==> config.mk <==
export PLATFORM = sky130hd
export DESIGN_NAME = apb_multi_tgt_bridge
export DESIGN_NICKNAME = d
export VERILOG_FILES = /design/src/rtl/apb_multi_tgt_bridge.sv
export SDC_FILE = /design/constraint.sdc
export NUM_CORES = 1
export LEC_CHECK = 0
export BUFFER_PORTS_ARGS = -buffer_cell sky130_fd_sc_hd__clkbuf_2
export CAP_MARGIN = 20
export CORE_AREA = 2 2 152 169
export DETAILED_ROUTE_END_ITERATION = 8
export DIE_AREA = 0 0 154 171
export SYNTH_ARGS = -nofsm -noshare
export SYNTH_HDL_FRONTEND = slang
export SYNTH_SLANG_ARGS = --single-unit
==> constraint.sdc <==
create_clock -name i_clk -period 7.13 [get_ports i_clk]
set_clock_uncertainty 0.2 [all_clocks]
set_input_delay 0.3565 -clock i_clk [delete_from_list [all_inputs] [get_ports i_clk]]
set_output_delay 0.3565 -clock i_clk [all_outputs]
set_load 0.02 [all_outputs]
==> src/rtl/apb_multi_tgt_bridge.sv <==
`timescale 1ns/1ps
`default_nettype none
// ============================================================================
//  Module      : apb_multi_tgt_bridge
//  Description : APB4 slave that routes each transfer to one of NUM_TGT local
//                request/ready targets, selected by a PADDR index field.
//                Unmapped addresses, target errors and wait-state timeouts
//                are all reported through PSLVERR.
//  Revision    : 1.0 - initial release
// ============================================================================
module apb_multi_tgt_bridge #(
  parameter int ADDR_WIDTH = 32,
  parameter int DATA_WIDTH = 32,
  parameter int NUM_TGT    = 4,
  parameter int SEL_LSB    = 12,
  parameter int TIMEOUT    = 255
) (
  input  logic                          i_clk,
  input  logic                          i_reset_n,
  input  logic                          i_psel,
  input  logic                          i_penable,
  input  logic                          i_pwrite,
  input  logic [ADDR_WIDTH-1:0]         i_paddr,
  input  logic [DATA_WIDTH-1:0]         i_pwdata,
  input  logic [DATA_WIDTH/8-1:0]       i_pstrb,
  output logic                          o_pready,
  output logic [DATA_WIDTH-1:0]         o_prdata,
  output logic                          o_pslverr,
  output logic [NUM_TGT-1:0]            o_req_valid,
  output logic                          o_req_write,
  output logic [ADDR_WIDTH-1:0]         o_req_addr,
  output logic [DATA_WIDTH-1:0]         o_req_wdata,
  output logic [DATA_WIDTH/8-1:0]       o_req_strb,
  input  logic [NUM_TGT-1:0]            i_req_ready,
  input  logic [NUM_TGT*DATA_WIDTH-1:0] i_req_rdata,
  input  logic [NUM_TGT-1:0]            i_req_err,
  output logic                          o_timeout
);

  localparam int          STRB_W    = DATA_WIDTH / 8;
  localparam int          IDX_W     = (NUM_TGT > 1) ? $clog2(NUM_TGT) : 1;
  localparam int          HI_LSB    = SEL_LSB + IDX_W;
  localparam logic [15:0] TIMEOUT_C = 16'(TIMEOUT);

  typedef enum logic [1:0] {
    S_IDLE = 2'd0,
    S_REQ  = 2'd1,
    S_RESP = 2'd2
  } state_t;

  state_t                  state_q, state_d;
  logic                    pready_q, pready_d;
  logic                    pslverr_q, pslverr_d;
  logic [DATA_WIDTH-1:0]   prdata_q, prdata_d;
  logic [NUM_TGT-1:0]      req_valid_q, req_valid_d;
  logic                    req_write_q, req_write_d;
  logic [ADDR_WIDTH-1:0]   req_addr_q, req_addr_d;
  logic [DATA_WIDTH-1:0]   req_wdata_q, req_wdata_d;
  logic [STRB_W-1:0]       req_strb_q, req_strb_d;
  logic                    timeout_q, timeout_d;
  logic [15:0]             cnt_q, cnt_d;

  logic [IDX_W-1:0]        w_idx;
  logic                    w_hi_zero;
  logic [NUM_TGT-1:0]      w_dec_oh;
  logic                    w_mapped;
  logic                    w_sel_ready;
  logic                    w_sel_err;
  logic [DATA_WIDTH-1:0]   w_sel_rdata;
  logic [15:0]             w_cnt_inc;
  logic                    w_cnt_hit;

  assign w_idx = i_paddr[SEL_LSB +: IDX_W];

  // Address bits above the index field must all be zero for a mapped access.
  if (HI_LSB < ADDR_WIDTH) begin : g_hi_chk
    assign w_hi_zero = ~|i_paddr[ADDR_WIDTH-1:HI_LSB];
  end else begin : g_hi_none
    assign w_hi_zero = 1'b1;
  end

  // Decode the index field into a one-hot target select; indices past NUM_TGT decode to zero.
  always_comb begin
    w_dec_oh = '0;
    for (int t = 0; t < NUM_TGT; t++) begin
      if (32'(w_idx) == 32'(t)) begin
        w_dec_oh[t] = 1'b1;
      end
    end
  end

  assign w_mapped = w_hi_zero & (|w_dec_oh);

  // Only the active target's handshake and data are visible; the one-hot valid masks the rest.
  always_comb begin
    w_sel_rdata = '0;
    for (int t = 0; t < NUM_TGT; t++) begin
      if (req_valid_q[t]) begin
        w_sel_rdata = w_sel_rdata | i_req_rdata[t*DATA_WIDTH +: DATA_WIDTH];
      end
    end
  end

  assign w_sel_ready = |(i_req_ready & req_valid_q);
  assign w_sel_err   = |(i_req_err & req_valid_q);
  assign w_cnt_inc   = cnt_q + 16'd1;
  assign w_cnt_hit   = (TIMEOUT != 0) && (w_cnt_inc == TIMEOUT_C);

  // Next-state and next-output logic for the IDLE/REQ/RESP transfer sequencer.
  always_comb begin
    state_d     = state_q;
    pready_d    = pready_q;
    pslverr_d   = pslverr_q;
    prdata_d    = prdata_q;
    req_valid_d = req_valid_q;
    req_write_d = req_write_q;
    req_addr_d  = req_addr_q;
    req_wdata_d = req_wdata_q;
    req_strb_d  = req_strb_q;
    timeout_d   = 1'b0;
    cnt_d       = cnt_q;

    case (state_q)
      S_IDLE: begin
        pready_d  = 1'b0;
        pslverr_d = 1'b0;
        // Only a genuine setup phase starts a transfer; a stray access phase is ignored.
        if (i_psel && !i_penable) begin
          req_addr_d  = i_paddr;
          req_write_d = i_pwrite;
          req_wdata_d = i_pwdata;
          req_strb_d  = i_pwrite ? i_pstrb : '0;
          cnt_d       = '0;
          if (w_mapped) begin
            req_valid_d = w_dec_oh;
            state_d     = S_REQ;
          end else begin
            pready_d  = 1'b1;
            pslverr_d = 1'b1;
            state_d   = S_RESP;
          end
        end
      end

      S_REQ: begin
        if (!i_psel) begin
          // Master abandoned the transfer: withdraw the request silently.
          req_valid_d = '0;
          state_d     = S_IDLE;
        end else if (w_sel_ready) begin
          // Ready has priority over a timeout reached in the same cycle.
          req_valid_d = '0;
          if (!req_write_q) begin
            prdata_d = w_sel_rdata;
          end
          pslverr_d = w_sel_err;
          pready_d  = 1'b1;
          state_d   = S_RESP;
        end else if (w_cnt_hit) begin
          req_valid_d = '0;
          pslverr_d   = 1'b1;
          pready_d    = 1'b1;
          timeout_d   = 1'b1;
          state_d     = S_RESP;
        end else begin
          cnt_d = w_cnt_inc;
        end
      end

      S_RESP: begin
        // Response is always completed, regardless of psel.
        pready_d  = 1'b0;
        pslverr_d = 1'b0;
        state_d   = S_IDLE;
      end

      default: begin
        pready_d    = 1'b0;
        pslverr_d   = 1'b0;
        req_valid_d = '0;
        state_d     = S_IDLE;
      end
    endcase
  end

  // State and registered-output flops; everything clears asynchronously on reset.
  always_ff @(posedge i_clk or negedge i_reset_n) begin
    if (!i_reset_n) begin
      state_q     <= S_IDLE;
      pready_q    <= 1'b0;
      pslverr_q   <= 1'b0;
      prdata_q    <= '0;
      req_valid_q <= '0;
      req_write_q <= 1'b0;
      req_addr_q  <= '0;
      req_wdata_q <= '0;
      req_strb_q  <= '0;
      timeout_q   <= 1'b0;
      cnt_q       <= '0;
    end else begin
      state_q     <= state_d;
      pready_q    <= pready_d;
      pslverr_q   <= pslverr_d;
      prdata_q    <= prdata_d;
      req_valid_q <= req_valid_d;
      req_write_q <= req_write_d;
      req_addr_q  <= req_addr_d;
      req_wdata_q <= req_wdata_d;
      req_strb_q  <= req_strb_d;
      timeout_q   <= timeout_d;
      cnt_q       <= cnt_d;
    end
  end

  assign o_pready    = pready_q;
  assign o_pslverr   = pslverr_q;
  assign o_prdata    = prdata_q;
  assign o_req_valid = req_valid_q;
  assign o_req_write = req_write_q;
  assign o_req_addr  = req_addr_q;
  assign o_req_wdata = req_wdata_q;
  assign o_req_strb  = req_strb_q;
  assign o_timeout   = timeout_q;

endmodule
`default_nettype wire

==> results.sh, run 1 <==
export IMPL_finalCriticalPeriod_ps=3020
export IMPL_cts_sinks=126
export IMPL_critPathBufInv=2
export IMPL_reg2reg_slack_ps=4190
export IMPL_final_common_cell="clkbuf_2"
export IMPL_power_density_mw_per_mm2=225
export IMPL_grt_antenna_before_repair=1
export IMPL_power_total_mw=2.03
export IMPL_synthArstFlopShare_pct=100
export IMPL_cp_data_arrival_time_ps=3120
export IMPL_wire_per_inst_um=14.7
export IMPL_grtUsageTotal_pct=14.5
export IMPL_leakage_nw=4.64
export IMPL_path_cells="dlygate4sd3_1, clkbuf_2, nor4_1, nand3_1, nor4_1, a21oi_1, o21ba_4, mux2_4"
export IMPL_tightestPinTransition_ps=909
export IMPL_slew_viol_final=0
export IMPL_start_util_pct=23.6
export IMPL_postRouteAntennaNets=0
export IMPL_io_buffers=316
export IMPL_relSlewSlack_pct=38.8
export IMPL_core_mm2=0.0248
export IMPL_cp_start_kind="primary input"
export IMPL_cts_buffers=17
export IMPL_status="finished clean"
export IMPL_gp_congestion=0.808
export IMPL_cap_violations=0
export IMPL_drt_initial_drc_count=337
export IMPL_firstDrtPassIters=5
export IMPL_min_path_type="primary input to flop"
export IMPL_fp_dieH_um=171
export IMPL_required_ps=7230
export IMPL_setup_ws_ps=4110
export IMPL_grt_first_pass_wirelength_um=30000
export IMPL_reg2regPathDepth=7
export IMPL_peakVddDrop_v=0.000117
export IMPL_crit_type="primary input to flop"
export IMPL_cts_max_path_buffers=2
export IMPL_cp_endpoint="o_req_valid[3]"
export IMPL_remaining_drc_errors=0
export IMPL_clk_latency_ps=410
export IMPL_chipWidth_um=154
export IMPL_syn_inst=653
export IMPL_path_common_cell="nor4_1"
export IMPL_critical_path_peak_fanout=4
export IMPL_area_delta_synth_final_pct=53.9
export IMPL_synth_avg_cell_area_um2=8.95
export IMPL_cts_setup_buffers=0
export IMPL_cp_depth=8
export IMPL_fmaxAchievable_mhz=331
export IMPL_dpl_hpwl_um=13800
export IMPL_startpoint="i_paddr[16]"
export IMPL_synth_cell_type_count=46
export IMPL_critical_path_max_stage_delay_ps=710
export IMPL_seq_area_frac_synth_pct=53.9
export IMPL_synth_nets=864
export IMPL_synth_ff_type="dfrtp_1"
export IMPL_cts_root_buf="clkbuf_16"
export IMPL_crit_slowest_cell="nor4_1"
export IMPL_rows=61
export IMPL_hold_viol=0
export IMPL_crit_family="simple AND/OR/NAND/NOR gates"
export IMPL_grt_pass1_vias=5842
export IMPL_drive_gt1_share_pct=35.5
export IMPL_endpoint_kind="flop"
export IMPL_io_pins=317
export IMPL_fillerInstances=2486
export IMPL_cts_resized=0
export IMPL_rsz0062_at_grt="false"
export IMPL_setup_viol=0
export IMPL_overflow=0
export IMPL_mostFrequentLayoutCells="clkbuf_2, nand2_1, dfrtp_1"
export IMPL_synth_area_mm2=0.00585
export IMPL_vias_per_cell=4.54
export IMPL_cts_tree="built"
export IMPL_reg2reg_to="o_req_valid[3]"
export IMPL_grt_max_degree=79
export IMPL_post_route_util_pct=36.3
export IMPL_die_area_mm2=0.0263
export IMPL_setup_tns_ps=0
export IMPL_fin_crit_sh_pct=42.4
export IMPL_routed_wl_um=19800
export IMPL_path_clk_slew_ps=60
export IMPL_vias=6122
export IMPL_final_nets=1229
export IMPL_synth_edff_count=0
export IMPL_ys_ff_latch=126
export IMPL_yosysWarnings=0
export IMPL_worstReg2RegStart="cnt_q[0]"
export IMPL_hold_slack_ps=22.1
export IMPL_htree_levels=4
export IMPL_preCtsSetupSlack_ps=4160
==> logic make-up after synthesis <==
| kind of cell | Yosys count | share of synthesized area (%) |
|---|---|---|
| simple gates | 330 | 23.5 |
| compound gates | 136 | 16.8 |
| flops | 126 | 53.9 |
| buf+inv | 47 | 3.08 |
| xor+xnor | 6 | 0.899 |
| mux | 6 | 1.37 |
| fa+ha+maj | 2 | 0.428 |
==> per-stage QoR <==
| stage | area [um2] | instances |
|---|---|---|
| after global placement | 7730 | 1247 |
| after global routing | 9000 | 1347 |
| after detailed placement | 7730 | 1247 |
| after CTS | 9000 | 1346 |
| after floorplan | 5850 | 653 |
| final | 9000 | 1347 |
==> power by group <==
group,internal (mW),switching (mW),total [mW]
combinational,0.130,0.193,0.323
clock,0.527,0.367,0.894
sequential,0.774,0.0351,0.809
==> final cells by class <==
class / instances / area, um2 / area share (%)
repair buffers: 391 / 2320 / 25.8
well taps: 315 / 394 / 4.38
diodes: 1 / 2.50 / 0.0278
inverters: 2 / 7.51 / 0.0834
multi-input cells: 480 / 2520 / 28.0
clock buffers: 17 / 425 / 4.73
clock inverters: 15 / 174 / 1.93
flip-flops and latches: 126 / 3150 / 35.0
==> worst min-delay path, stage by stage <==
cell      delay, ps
clkbuf_2        130
nand2_1          70
nand2_1          40
==> layer usage <==
layer  track usage [%]  wire length [um]  up-vias
li1                  -                 -     3015
met1              16.6              8300     2822
met2              25.4              9670      252
met3              3.67              1190       33
met4              6.91               629        0
met5                 0                 0        -
==> timing repair <==
action,in CTS,in global routing
setup endpoints to repair,0,0
endpoints found under the hold margin,124,0
hold buffers,67,0
==> flip-flops by register name (all words and copies together) (netlist names) <==
register / flops
state_q: 2
o_req_strb: 4
o_prdata: 32
o_timeout: 1
o_pready: 1
o_req_write: 1
o_req_wdata: 32
o_req_addr: 32
o_pslverr: 1
cnt_q: 16
o_req_valid: 4
==> cell usage after synthesis, types with 2 or more instances <==
library cell / count / area share, %
nand2_1: 222 / 14
dfrtp_1: 126 / 54
a22oi_1: 66 / 8.5
nor2_1: 48 / 3.1
clkbuf_1: 41 / 2.6
a31oi_1: 33 / 3.5
nand3_1: 15 / 1.3
nor3_1: 9 / 0.77
and3_1: 8 / 0.86
nor4_1: 8 / 0.86
o21ai_0: 8 / 0.68
nand4_1: 5 / 0.54
or3_1: 5 / 0.54
a21oi_1: 4 / 0.34
mux2_4: 4 / 1.0
xnor2_1: 4 / 0.60
a211o_1: 3 / 0.45
a21o_1: 3 / 0.39
a22o_1: 3 / 0.45
buf_2: 3 / 0.26
nand2b_1: 3 / 0.32
a211oi_1: 2 / 0.26
ha_1: 2 / 0.43
inv_1: 2 / 0.13
mux2i_1: 2 / 0.34
o22a_1: 2 / 0.30
or4_1: 2 / 0.26
xor2_1: 2 / 0.30
==> worst min path at each step <==
stage          slack, ps  cells after the start             end         from
5_1_grt               40                      3  o_req_addr[12]  i_paddr[12]
6_report              20                      3     o_req_write     i_pwrite
3_3_place_gp         170                      1  o_req_addr[21]    i_reset_n
3_5_place_dp         170                      1  o_req_addr[21]    i_reset_n
2_1_floorplan       -140                      0        cnt_q[0]    i_reset_n
4_1_cts               10                      3     o_req_write     i_pwrite
(Power assumes the default switching activity.)
==> run 2: changes to the inputs <==
--- a/config.mk
+++ b/config.mk
@@ -5,11 +5,12 @@
 export SDC_FILE = /design/constraint.sdc
 export NUM_CORES = 1
 export LEC_CHECK = 0
+export ABC_AREA = 1
 export BUFFER_PORTS_ARGS = -buffer_cell sky130_fd_sc_hd__clkbuf_2
 export CAP_MARGIN = 20
-export CORE_AREA = 2 2 152 169
+export CORE_AREA = 2 2 156 173
 export DETAILED_ROUTE_END_ITERATION = 8
-export DIE_AREA = 0 0 154 171
+export DIE_AREA = 0 0 158 175
 export SYNTH_ARGS = -nofsm -noshare
 export SYNTH_HDL_FRONTEND = slang
 export SYNTH_SLANG_ARGS = --single-unit
==> constraint.sdc (replaced) <==
create_clock -name i_clk -period 2.4 [get_ports i_clk]
set_clock_uncertainty 0.2 [all_clocks]
set_input_delay 0.12 -clock i_clk [delete_from_list [all_inputs] [get_ports i_clk]]
set_output_delay 0.12 -clock i_clk [all_outputs]
set_load 0.02 [all_outputs]
==> run 2 against run 1 <==
Compared with the run above: wire length grew 18%; worst setup slack lost 4000 ps; core utilization grew 3.6 points; critical endpoint is now o_pslverr; synthesized cell count grew 18%; largest cell class is now buffers.
==> results.sh, run 2 <==
export IMPL_status="finished clean"
export IMPL_core_mm2=0.0259
export IMPL_tightestPinTransition_ps=537
export IMPL_final_nets=1438
export IMPL_syn_inst=768
export IMPL_critical_path_max_stage_delay_ps=560
export IMPL_relSlewSlack_pct=64.1
export IMPL_start_util_pct=23.7
export IMPL_required_ps=2510
export IMPL_clk_latency_ps=420
export IMPL_crit_type="flop to flop"
export IMPL_power_density_mw_per_mm2=602
export IMPL_yosysWarnings=0
export IMPL_fp_dieH_um=175
export IMPL_finalCriticalPeriod_ps=2300
export IMPL_cap_violations=0
export IMPL_dpl_hpwl_um=15000
export IMPL_area_delta_synth_final_pct=67.9
export IMPL_synth_top_area_cell="dfrtp_1"
export IMPL_cts_max_path_buffers=2
export IMPL_seq_area_frac_synth_pct=51.3
export IMPL_synth_area_leaders="dfrtp_1, nand2_1, a221oi_1"
export IMPL_drt_initial_drc_count=259
export IMPL_setup_tns_ps=0
export IMPL_synth_nets=979
export IMPL_vias_per_cell=4.42
export IMPL_slew_viol_final=0
export IMPL_remaining_drc_errors=0
export IMPL_grtUsageTotal_pct=16.2
export IMPL_grt_max_degree=65
export IMPL_fillerInstances=2612
export IMPL_path_cells="buf_4, a22o_1, nor2_1, nand4_1, dlygate4sd3_1, nand2_1, nand2_1"
export IMPL_reg2regPathDepth=7
export IMPL_synth_ff_type="dfrtp_1"
export IMPL_cts_tree="built"
export IMPL_chipWidth_um=158
export IMPL_setup_ws_ps=96.4
export IMPL_min_path_type="primary input to asynchronous set/reset pin"
export IMPL_mostFrequentLayoutCells="clkbuf_2, nand2_1, dlygate4sd3_1"
export IMPL_io_pins=317
export IMPL_firstDrtPassIters=4
export IMPL_synth_avg_cell_area_um2=8.01
export IMPL_overflow=0
export IMPL_io_buffers=316
export IMPL_vias=7051
export IMPL_synth_area_mm2=0.00615
export IMPL_critPathBufInv=2
export IMPL_cts_buffers=17
export IMPL_wire_per_inst_um=14.6
export IMPL_worstReg2RegStart="o_req_valid[2]"
export IMPL_cp_data_arrival_time_ps=2410
export IMPL_hold_slack_ps=3.16
export IMPL_yosys_area_top_type_share_pct=51.3
export IMPL_preCtsSetupSlack_ps=56.2
export IMPL_ys_ff_latch=126
export IMPL_leakage_nw=5.33
export IMPL_gp_congestion=0.855
export IMPL_cts_root_buf="clkbuf_16"
export IMPL_reg2reg_slack_ps=100
export IMPL_fin_crit_sh_pct=96.0
export IMPL_crit_family="buffers and inverters"
export IMPL_hold_viol=0
export IMPL_path_clk_slew_ps=70
export IMPL_power_total_mw=6.21
export IMPL_rsz0062_at_grt="false"
export IMPL_synthArstFlopShare_pct=100
export IMPL_grt_antenna_before_repair=3
export IMPL_synthTopCellsByCount="nand2_1, dfrtp_1, nor2_1"
export IMPL_synthMostInstantiatedCell="nand2_1"
export IMPL_critical_path_peak_fanout=35
export IMPL_post_route_util_pct=39.9
export IMPL_die_area_mm2=0.0277
export IMPL_postRouteAntennaNets=0
export IMPL_rows=62
export IMPL_final_common_cell="clkbuf_2"
export IMPL_routed_wl_um=23300
export IMPL_grt_pass1_vias=7072
export IMPL_grt_first_pass_wirelength_um=35200
export IMPL_synth_cell_type_count=30
export IMPL_peakVddDrop_v=0.000431
export IMPL_crit_slowest_cell="dlygate4sd3_1"
export IMPL_setup_viol=0
export IMPL_cts_sinks=126
export IMPL_htree_levels=4
export IMPL_drive_gt1_share_pct=32.5
export IMPL_path_common_cell="nand2_1"
export IMPL_fmaxAchievable_mhz=434
export IMPL_endpoint_kind="flop"
export IMPL_synth_edff_count=0
export IMPL_cp_start_kind="flop"
export IMPL_reg2reg_to="o_pslverr"
## run 2: changes by cell type in the layout (fill, tap and decap cells not counted), sizes merged, moves of 33 or more
cell,previous run,this run
inv,10,50
a31oi,33,0
dlygate4sd3,67,145
a22oi,66,0
nand2,222,322
a21oi,4,39
## run 2: final cells by class
type                    count  area [um2]  share of cell area, %
diodes                      2        5.00                 0.0485
clock buffers              18         439                   4.25
clock inverters            14         146                   1.42
inverters                  41         154                   1.49
multi-input cells         564        2760                   26.8
flip-flops and latches    126        3160                   30.6
well taps                 352         440                   4.27
repair buffers            477        3220                   31.2
## run 2: per-stage QoR
step	cell area (um2)	instances
detailed placement	8150	1409
floorplan	6150	768
global placement	8150	1409
finish	10300	1594
CTS	10200	1586
global route	10300	1593
## run 2: cells by family (layout without fill, tap and decap cells)
group / count (synthesis) / in the layout / synth area share, %
AO/OA/AOI/OAI: 110 / 110 / 12.1
XOR/XNOR: 1 / 1 / 0.142
adder cells (fa/ha/maj): 2 / 2 / 0.407
buffers and inverters: 81 / 550 / 5.29
flip-flops: 126 / 126 / 51.3
other: 0 / 2 / 0
AND/OR/NAND/NOR: 448 / 451 / 30.8
## run 2: per-layer routing
layer	wire length [um]	track usage (%)	vias up
met1	9530	18.5	3287
li1	-	-	3457
met2	11700	28.8	268
met3	1610	4.79	37
met4	456	5.37	2
met5	12	0	-
## run 2: power by group
group          internal (mW)  leakage [nW]  switching, mW
Clock                   1.49         0.283           1.11
Combinational          0.522          3.40          0.666
Sequential              2.30          1.65          0.113
Total                   4.32          5.33           1.89
## run 2: how the worst max path moves through the flow
stage / from / end / slack (ps) / cells after the start
after CTS: state_q[1] / o_req_strb[2] / 20 / 7
final: o_req_valid[2] / o_pslverr / 100 / 7
after floorplan: cnt_q[1] / cnt_q[10] / 300 / 15
after detailed placement: cnt_q[0] / cnt_q[8] / 60 / 13
after global routing: state_q[1] / o_req_strb[2] / 10 / 7
after global placement: cnt_q[0] / cnt_q[0] / 120 / 15
## run 2: what timing repair did
action                                 4_1_cts  5_1_grt
endpoints found under the hold margin      236        0
setup endpoints to repair                    0       23
hold buffers                               145        0
gates resized for setup                      0       16
setup buffers                                0        2
==> run 3: changes to the inputs <==
--- a/config.mk
+++ b/config.mk
@@ -11,6 +11,7 @@
 export CORE_AREA = 2 2 156 173
 export DETAILED_ROUTE_END_ITERATION = 8
 export DIE_AREA = 0 0 158 175
+export REMOVE_ABC_BUFFERS = 1
 export SYNTH_ARGS = -nofsm -noshare
 export SYNTH_HDL_FRONTEND = slang
 export SYNTH_SLANG_ARGS = --single-unit
==> run 3 against run 2 <==
Compared with the run above: maximum frequency increased by 1.4%; wire length decreased by 2.8%; flip-flop and latch count unchanged; design area decreased by 0.42%; register-to-register slack improved by 40 ps; via count increased by 0.77%; sequential power about the same; worst setup slack improved by 31 ps; global-route usage decreased by 0.17 points; critical path type is now primary input to flop; largest cell class unchanged.
==> results.sh, run 3 (same netlist as run 2, synthesis figures left out) <==
export IMPL_grt_antenna_before_repair=0
export IMPL_die_area_mm2=0.0277
export IMPL_preCtsSetupSlack_ps=52.7
export IMPL_grtUsageTotal_pct=16.1
export IMPL_io_pins=317
export IMPL_placed_cells=1408
export IMPL_io_buffers=316
export IMPL_chipWidth_um=158
export IMPL_endpoint_kind="flop"
export IMPL_remaining_drc_errors=0
export IMPL_regArea_mm2=0.00315
export IMPL_slew_viol_final=0
export IMPL_routed_wl_um=22700
export IMPL_cp_start_kind="primary input"
export IMPL_critical_path_max_stage_delay_ps=560
export IMPL_setup_tns_ps=0
export IMPL_crit_slowest_cell="dlygate4sd3_1"
export IMPL_status="finished clean"
export IMPL_cts_tree="built"
export IMPL_antenna_cells=0
export IMPL_required_ps=2510
export IMPL_overflow=0
export IMPL_cts_root_buf="clkbuf_16"
export IMPL_drt_initial_drc_count=418
export IMPL_placed_cell_area_mm2=0.00813
export IMPL_hold_viol=0
export IMPL_rows=62
export IMPL_dpl_hpwl_um=14500
export IMPL_power_density_mw_per_mm2=603
export IMPL_area_delta_synth_final_pct=67.2
export IMPL_gp_congestion=0.859
export IMPL_cts_buffers=17
export IMPL_post_route_util_pct=39.7
export IMPL_fp_dieH_um=175
export IMPL_grt_max_degree=127
export IMPL_htree_levels=4
export IMPL_power_total_mw=6.20
export IMPL_setup_viol=0
export IMPL_cap_violations=0
export IMPL_cts_max_path_buffers=2
export IMPL_mostFrequentLayoutCells="clkbuf_2, nand2_1, dlygate4sd3_1"
export IMPL_peakVddDrop_v=0.000459
export IMPL_cp_data_arrival_time_ps=2390
export IMPL_postRouteAntennaNets=0
export IMPL_critical_path_peak_fanout=3
export IMPL_vias=7105
export IMPL_fmaxAchievable_mhz=440
export IMPL_clk_latency_ps=430
export IMPL_setup_ws_ps=127
export IMPL_grt_pass1_vias=7097
export IMPL_path_clk_slew_ps=70
export IMPL_fin_area_mm2=0.0103
export IMPL_final_common_cell="clkbuf_2"
export IMPL_hold_slack_ps=156
export IMPL_firstDrtPassIters=5
export IMPL_cts_sinks=126
export IMPL_wire_per_inst_um=14.2
export IMPL_final_nets=1437
export IMPL_vias_per_cell=4.47
export IMPL_min_path_type="primary input to asynchronous set/reset pin"
export IMPL_core_mm2=0.0259
export IMPL_layout_cells_non_filler=1591
export IMPL_crit_type="primary input to flop"
export IMPL_leakage_nw=5.30
export IMPL_finalCriticalPeriod_ps=2270
export IMPL_rsz0062_at_grt="true"
export IMPL_path_common_cell="nand4_1"
export IMPL_start_util_pct=23.7
export IMPL_relSlewSlack_pct=44.9
export IMPL_fillerInstances=2602
export IMPL_grt_first_pass_wirelength_um=35100
export IMPL_fin_crit_sh_pct=94.7
export IMPL_path_cells="dlygate4sd3_1, clkbuf_2, inv_1, nand4_1, nor3_1, nand4_1, nand3_1, nand4_1, dlygate4sd3_1, nand2_1, nand2_1"
export IMPL_drive_gt1_share_pct=32.1
export IMPL_multiInputGateArea_mm2=0.00274
export IMPL_tightestPinTransition_ps=827
run 3: cell count changes in the layout (fill, tap and decap cells not counted), sizes merged:
cell	delta
clkbuf	-3
nand2	-1
dlygate4sd3	+2
bufinv	-1
clkinv	+2
inv	+1
diode	-2
clkinvlp	-1
run 3: power by group:
group / switching [mW] / total, mW / internal [mW] / leakage, nW
clock network: 1.21 / 2.61 / 1.40 / 0.289
registers: 0.103 / 2.41 / 2.30 / 1.65
logic: 0.664 / 1.18 / 0.512 / 3.36
run 3: metal layers:
layer	part of all wire (%)	track usage, %
met2	49	27.7
met4	2.7	6.12
met5	0	0
met1	42	19.0
met3	6.8	4.12
run 3: layout make-up:
class | instances | area share, %
Sequential cell | 126 | 30.7
Multi-Input combinational cell | 563 | 26.7
Clock buffer | 17 | 4.14
Clock inverter | 15 | 1.63
Timing Repair Buffer | 477 | 31.1
Tap cell | 352 | 4.28
Inverter | 41 | 1.50
run 3: path summary, 6_finish.rpt:
| check | from | to | slack [ps] | cells after the start |
|---|---|---|---|---|
| setup / recovery | i_paddr[20] | o_pslverr | 130 | 11 |
| hold / removal | i_reset_n | o_req_addr[17] | 160 | 3 |
| setup reg to reg | cnt_q[0] | cnt_q[6] | 140 | 13 |
| hold reg to reg | o_req_addr[19] | o_req_addr[19] | 270 | 2 |
| max in group asynchronous | i_reset_n | o_prdata[27] | 1330 | 3 |
| min in group i_clk | i_pwdata[18] | o_req_wdata[18] | 220 | 4 |
run 3: repair_timing:
| action | 4_1_cts | 5_1_grt |
|---|---|---|
| gates resized for setup | 0 | 14 |
| endpoints found under the setup margin | 0 | 26 |
| endpoints found under the hold margin | 236 | 0 |
| hold buffers | 147 | 0 |
| setup buffers | 0 | 2 |
run 3: worst max-delay path: cells and delay by family:
| kind | cells | cell delay, ps |
|---|---|---|
| and+or+nand+nor | 7 | 940 |
| buffers and inverters | 4 | 1330 |
